--- src/rtl/uart_tx.sv ---
// UART transmitter: start, 6..9 data bits LSB first, optional parity, 1 or 2 stop bits.
// Define UART_TX_BUFFER_EN to add a one-word holding register for back-to-back frames.
module uart_tx #(
    parameter int CE_PER_BIT = 8
) (
    input  logic       i_clk,
    input  logic       i_rst,
    input  logic       i_ce,
    input  logic [1:0] i_length,
    input  logic       i_stop2,
    input  logic       i_parity,
    input  logic       i_odd,
    input  logic       i_wr,
    input  logic [8:0] i_data,
    output logic       o_tx,
    output logic       o_busy,
    output logic       o_full,
    output logic       o_done
);

    localparam int TW = (CE_PER_BIT > 1) ? $clog2(CE_PER_BIT) : 1;
    localparam logic [TW-1:0] TICK_MAX = TW'(CE_PER_BIT - 1);

    typedef enum logic [2:0] {
        IDLE,
        START,
        DATA,
        PARITY,
        STOP1,
        STOP2
    } state_t;

    state_t      state_q;
    logic [TW-1:0] tick_q;
    logic [3:0]  bit_cnt_q;
    logic [8:0]  shift_q;
    logic        par_acc_q;
    logic        stop2_q;
    logic        parity_q;
    logic        odd_q;
    logic [1:0]  len_q;
    logic        tx_q;
    logic        busy_q;
    logic        done_q;

    logic        bit_end_d;
    logic        frame_end_d;
    logic        start_d;
    logic [8:0]  start_data_d;

`ifdef UART_TX_BUFFER_EN
    logic [8:0]  buf_q;
    logic        buf_valid_q;
`endif

    // A new frame starts from IDLE on a write, or (buffered) straight out of the last stop bit.
    always_comb begin
        bit_end_d    = i_ce && (tick_q == TICK_MAX);
        frame_end_d  = bit_end_d && ((state_q == STOP1 && !stop2_q) || state_q == STOP2);
        start_d      = 1'b0;
        start_data_d = i_data;
        if (state_q == IDLE) begin
            start_d = i_wr;
        end
`ifdef UART_TX_BUFFER_EN
        else if (frame_end_d) begin
            start_d      = buf_valid_q || i_wr;
            start_data_d = buf_valid_q ? buf_q : i_data;
        end
`endif
    end

`ifdef UART_TX_BUFFER_EN
    assign o_full = busy_q & buf_valid_q;

    always_ff @(posedge i_clk or posedge i_rst) begin
        if (i_rst) begin
            buf_q       <= '0;
            buf_valid_q <= 1'b0;
        end else if (start_d && state_q != IDLE) begin
            buf_valid_q <= 1'b0;
        end else if (i_wr && !o_full && state_q != IDLE) begin
            buf_q       <= i_data;
            buf_valid_q <= 1'b1;
        end
    end
`else
    assign o_full = busy_q;
`endif

    always_ff @(posedge i_clk or posedge i_rst) begin
        if (i_rst) begin
            state_q   <= IDLE;
            tick_q    <= '0;
            bit_cnt_q <= '0;
            shift_q   <= '0;
            par_acc_q <= 1'b0;
            stop2_q   <= 1'b0;
            parity_q  <= 1'b0;
            odd_q     <= 1'b0;
            len_q     <= '0;
            tx_q      <= 1'b1;
            busy_q    <= 1'b0;
            done_q    <= 1'b0;
        end else begin
            done_q <= 1'b0;
            if (start_d) begin
                state_q   <= START;
                tick_q    <= '0;
                shift_q   <= start_data_d;
                par_acc_q <= 1'b0;
                len_q     <= i_length;
                stop2_q   <= i_stop2;
                parity_q  <= i_parity;
                odd_q     <= i_odd;
                tx_q      <= 1'b0;
                busy_q    <= 1'b1;
                done_q    <= frame_end_d;
            end else if (state_q != IDLE && i_ce) begin
                tick_q <= bit_end_d ? '0 : tick_q + 1'b1;
                if (bit_end_d) begin
                    case (state_q)
                        START: begin
                            state_q   <= DATA;
                            tx_q      <= shift_q[0];
                            par_acc_q <= shift_q[0];
                            shift_q   <= shift_q >> 1;
                            bit_cnt_q <= 4'd5 + {2'b00, len_q};
                        end
                        DATA: begin
                            if (bit_cnt_q == 4'd0) begin
                                state_q <= parity_q ? PARITY : STOP1;
                                tx_q    <= parity_q ? (par_acc_q ^ odd_q) : 1'b1;
                            end else begin
                                tx_q      <= shift_q[0];
                                par_acc_q <= par_acc_q ^ shift_q[0];
                                shift_q   <= shift_q >> 1;
                                bit_cnt_q <= bit_cnt_q - 4'd1;
                            end
                        end
                        PARITY: begin
                            state_q <= STOP1;
                            tx_q    <= 1'b1;
                        end
                        STOP1, STOP2: begin
                            if (state_q == STOP1 && stop2_q) begin
                                state_q <= STOP2;
                            end else begin
                                state_q <= IDLE;
                                busy_q  <= 1'b0;
                                done_q  <= 1'b1;
                            end
                        end
                        default: state_q <= IDLE;
                    endcase
                end
            end
        end
    end

    assign o_tx   = tx_q;
    assign o_busy = busy_q;
    assign o_done = done_q;

endmodule

--- config.mk ---
export PLATFORM = sky130hd
export DESIGN_NAME = uart_tx
export DESIGN_NICKNAME = d
export VERILOG_FILES = /design/src/rtl/uart_tx.sv
export SDC_FILE = /design/constraint.sdc
export NUM_CORES = 1
export LEC_CHECK = 0
export CELL_PAD_IN_SITES_DETAIL_PLACEMENT = 2
export CELL_PAD_IN_SITES_GLOBAL_PLACEMENT = 2
export CORE_UTILIZATION = 30
export CTS_CLUSTER_SIZE = 30
export DETAILED_ROUTE_END_ITERATION = 10
export PLACE_DENSITY = 0.79
export SLEW_MARGIN = 20
export SYNTH_ARGS = -nofsm -noshare
export SYNTH_HDL_FRONTEND = slang
export SYNTH_SLANG_ARGS = --single-unit
export TNS_END_PERCENT = 50
--- constraint.sdc ---
create_clock -name i_clk -period 2.65 [get_ports i_clk]
set_clock_uncertainty 0.15 [all_clocks]
set_input_delay 0.3975 -clock i_clk [delete_from_list [all_inputs] [get_ports i_clk]]
set_output_delay 0.3975 -clock i_clk [all_outputs]
set_load 0.05 [all_outputs]
==> impl_metrics.json <==
{
  "slew_headroom": 0.5673,
  "cts_buffers": 3,
  "status": "completed",
  "synth_top_area_cell": "dfrtp_1",
  "synth_ff_type": "dfrtp_1",
  "p_leak_nw": 0.7966,
  "postCtsHoldBufs": 0,
  "setup_ws_ns": 0.4424,
  "drv_slew": 0,
  "post-place-ws_ns": 0.2839,
  "synth_xor_area_frac": 0.01131,
  "vias": 1302,
  "die_area_mm2": 0.005455,
  "root_buffer": "clkbuf_8",
  "cts_buffer_depth": 2,
  "fp.coreArea_mm2": 0.004848,
  "clkLatencyLatePin_ns": 0.28,
  "start_kind": "flip-flop",
  "cpPeakStageDelay_ns": 0.38,
  "hold_viol": 0,
  "yosysWarningCount": 0,
  "cp_slowest_cell": "dfrtp_1",
  "synth_compound_area_frac": 0.1793,
  "critPathMaxFanout": 15,
  "fin_crit_ns": 2.208,
  "synth-seq-cells": 28,
  "syn_area_per_cell_um2": 9.331,
  "power_density_mw_per_mm2": 958.0,
  "tritoncts": "done",
  "io_pins": 22,
  "postRouteWirelength_um": 4526,
  "yosysMostFrequentCell": "dfrtp_1",
  "grt_pass1_wl_um": 7645,
  "ctsHtreeMaxLevel": 1,
  "finish.instance_area_mm2": 0.001896,
  "grt_start_max_net_pins": 29,
  "drive_gt1_frac": 0.09140,
  "critical_path_class": "flip-flop to flip-flop",
  "gp_congestion": 0.7663,
  "synthAdderAreaFrac": 0.03231,
  "arrival_ns": 2.23,
  "synth-simple-area-share": 0.1947,
  "synth_area_leaders": "dfrtp_1, mux2i_1, nand2_1",
  "grt_pass1_vias": 1515,
  "cts.clk_slew.worst_paths_ns": 0.11,
  "ant_nets": 0,
  "yosysTopAreaCellShare": 0.4362,
  "io_buffers": 21,
  "ir_drop_v": 0.0004045,
  "cp-end-kind": "flip-flop",
  "cpMostUsedCell": "ha_1",
  "ys_types": 42,
  "start_util": 0.3195,
  "dp.final_hpwl_um": 3249,
  "syn_to_final_growth_pct": 22.37,
  "syn-cell-area_mm2": 0.001549,
  "antenna_found_initial": 0,
  "nets": 209,
  "path_cells": "ha_1 -> ha_1 -> and3b_1 -> o311a_1 -> buf_4 -> o21ai_0 -> a22o_1",
  "syn_inst": 166,
  "first_pass_iters": 3,
  "ctsResizeCount": 0,
  "worstMarginPinSlew_ns": 0.6474,
  "synth_edf_count": 0,
  "finalSetupViolCount": 0,
  "tns_ns": 0,
  "fill_cells": 527,
  "yosys-top-cells-count": "dfrtp_1, nand2_1, nor2_1, a21oi_1, o21ai_0",
  "hold_path_class": "input port to async pin",
  "rsz0062_at_grt": "false",
  "fp.dieW_um": 73.86,
  "viasPerCell": 5.146,
  "wl_per_cell_um": 17.89,
  "gr-total-overflow": 0,
  "yosysSeqAreaShare": 0.4532,
  "drc_errors": 0,
  "drtIter0Drc": 42,
  "reg2reg_depth": 7,
  "synthMuxAreaShare": 0.06462,
  "finalCritPeriodShare": 0.8331,
  "post_cts_buffers": 0,
  "synthArstFlopShare": 1.000,
  "whs_ns": 0.3325,
  "track_usage": 0.1866,
  "dieHeight_um": 73.86,
  "antenna_cells": 0,
  "fmax_mhz": 453.0,
  "final_core_util": 0.3910,
  "drv_cap": 0,
  "postPlaceCellArea_mm2": 0.001824,
  "rows": 25,
  "cts.sinks": 28,
  "synth_fp_nets": 188,
  "synth_top_family_by_area": "simple AND/OR/NAND/NOR gates",
  "required_ns": 2.67
}
==> layout make-up <==
type	count	area (um^2)	area share
Clock buffer	3	41.29	0.02178
Inverter	6	22.52	0.01188
Timing Repair Buffer	28	262.8	0.1386
Tap cell	67	83.83	0.04422
Multi-Input combinational cell	120	753.2	0.3974
Sequential cell	28	701.9	0.3703
Clock inverter	1	30.03	0.01584
==> flip-flops by register name (all words and copies together) (netlist names) <==
name       cells
parity_q       1
o_done         1
odd_q          1
par_acc_q      1
shift_q        9
bit_cnt_q      4
len_q          2
tick_q         3
o_busy         1
o_tx           1
stop2_q        1
state_q        3
==> final timing paths <==
kind | start | end | slack (ns)
hold reg to reg | o_tx | o_tx | 0.37
hold / removal | i_rst | shift_q[2] | 0.33
max in group asynchronous | i_rst | o_tx | 1.71
min in group i_clk | o_tx | o_tx | 0.37
setup reg to reg | tick_q[0] | bit_cnt_q[2] | 0.44
setup / recovery | tick_q[0] | bit_cnt_q[2] | 0.44
==> critical path, delay by kind of cell, from the launching register on <==
kind / cells / cell delay [ns]
AOI/OAI and AO/OA: 3 / 0.57
adders and majority gates: 2 / 0.46
buffers and inverters: 1 / 0.24
DFF: 1 / 0.38
and+or+nand+nor: 1 / 0.28
==> per-stage QoR <==
step | total power (W) | instances
2_1_floorplan | 0.001256 | 166
3_3_place_gp | 0.001384 | 249
3_5_place_dp | 0.001472 | 249
4_1_cts | 0.001842 | 253
5_1_grt | 0.001953 | 253
6_report | 0.001816 | 253
==> logic make-up after synthesis <==
logic type,after synthesis
simple gates,60
mux,10
fa+ha+maj,4
xor+xnor,2
compound gates,44
flops,28
buf+inv,18
==> report_power, final <==
group / internal, W / total [W] / switching (W)
combinational: 0.000312 / 0.000669 / 0.000358
sequential: 0.000604 / 0.000798 / 0.000193
clock: 0.000203 / 0.000349 / 0.000146
==> layer usage <==
metal	up-vias	track usage	part of all wire
met5	-	0	0
met1	668	0.2286	0.43
met2	13	0.3445	0.54
met3	6	0.01920	0.015
met4	0	0.05128	0.012
li1	615	-	-
==> cells in the final DEF (no fill, tap or decap), types with 4 or more instances in the layout <==
master and instances:
mux2i_1 10, ha_1 4, dfrtp_1 27, a21oi_1 15
nor2_1 16, clkdlybuf4s50_1 21, buf_4 7, a22o_1 4
o21ai_0 13, inv_1 6, nand2_1 21
Note: power is estimated with default switching activity, not from simulation.
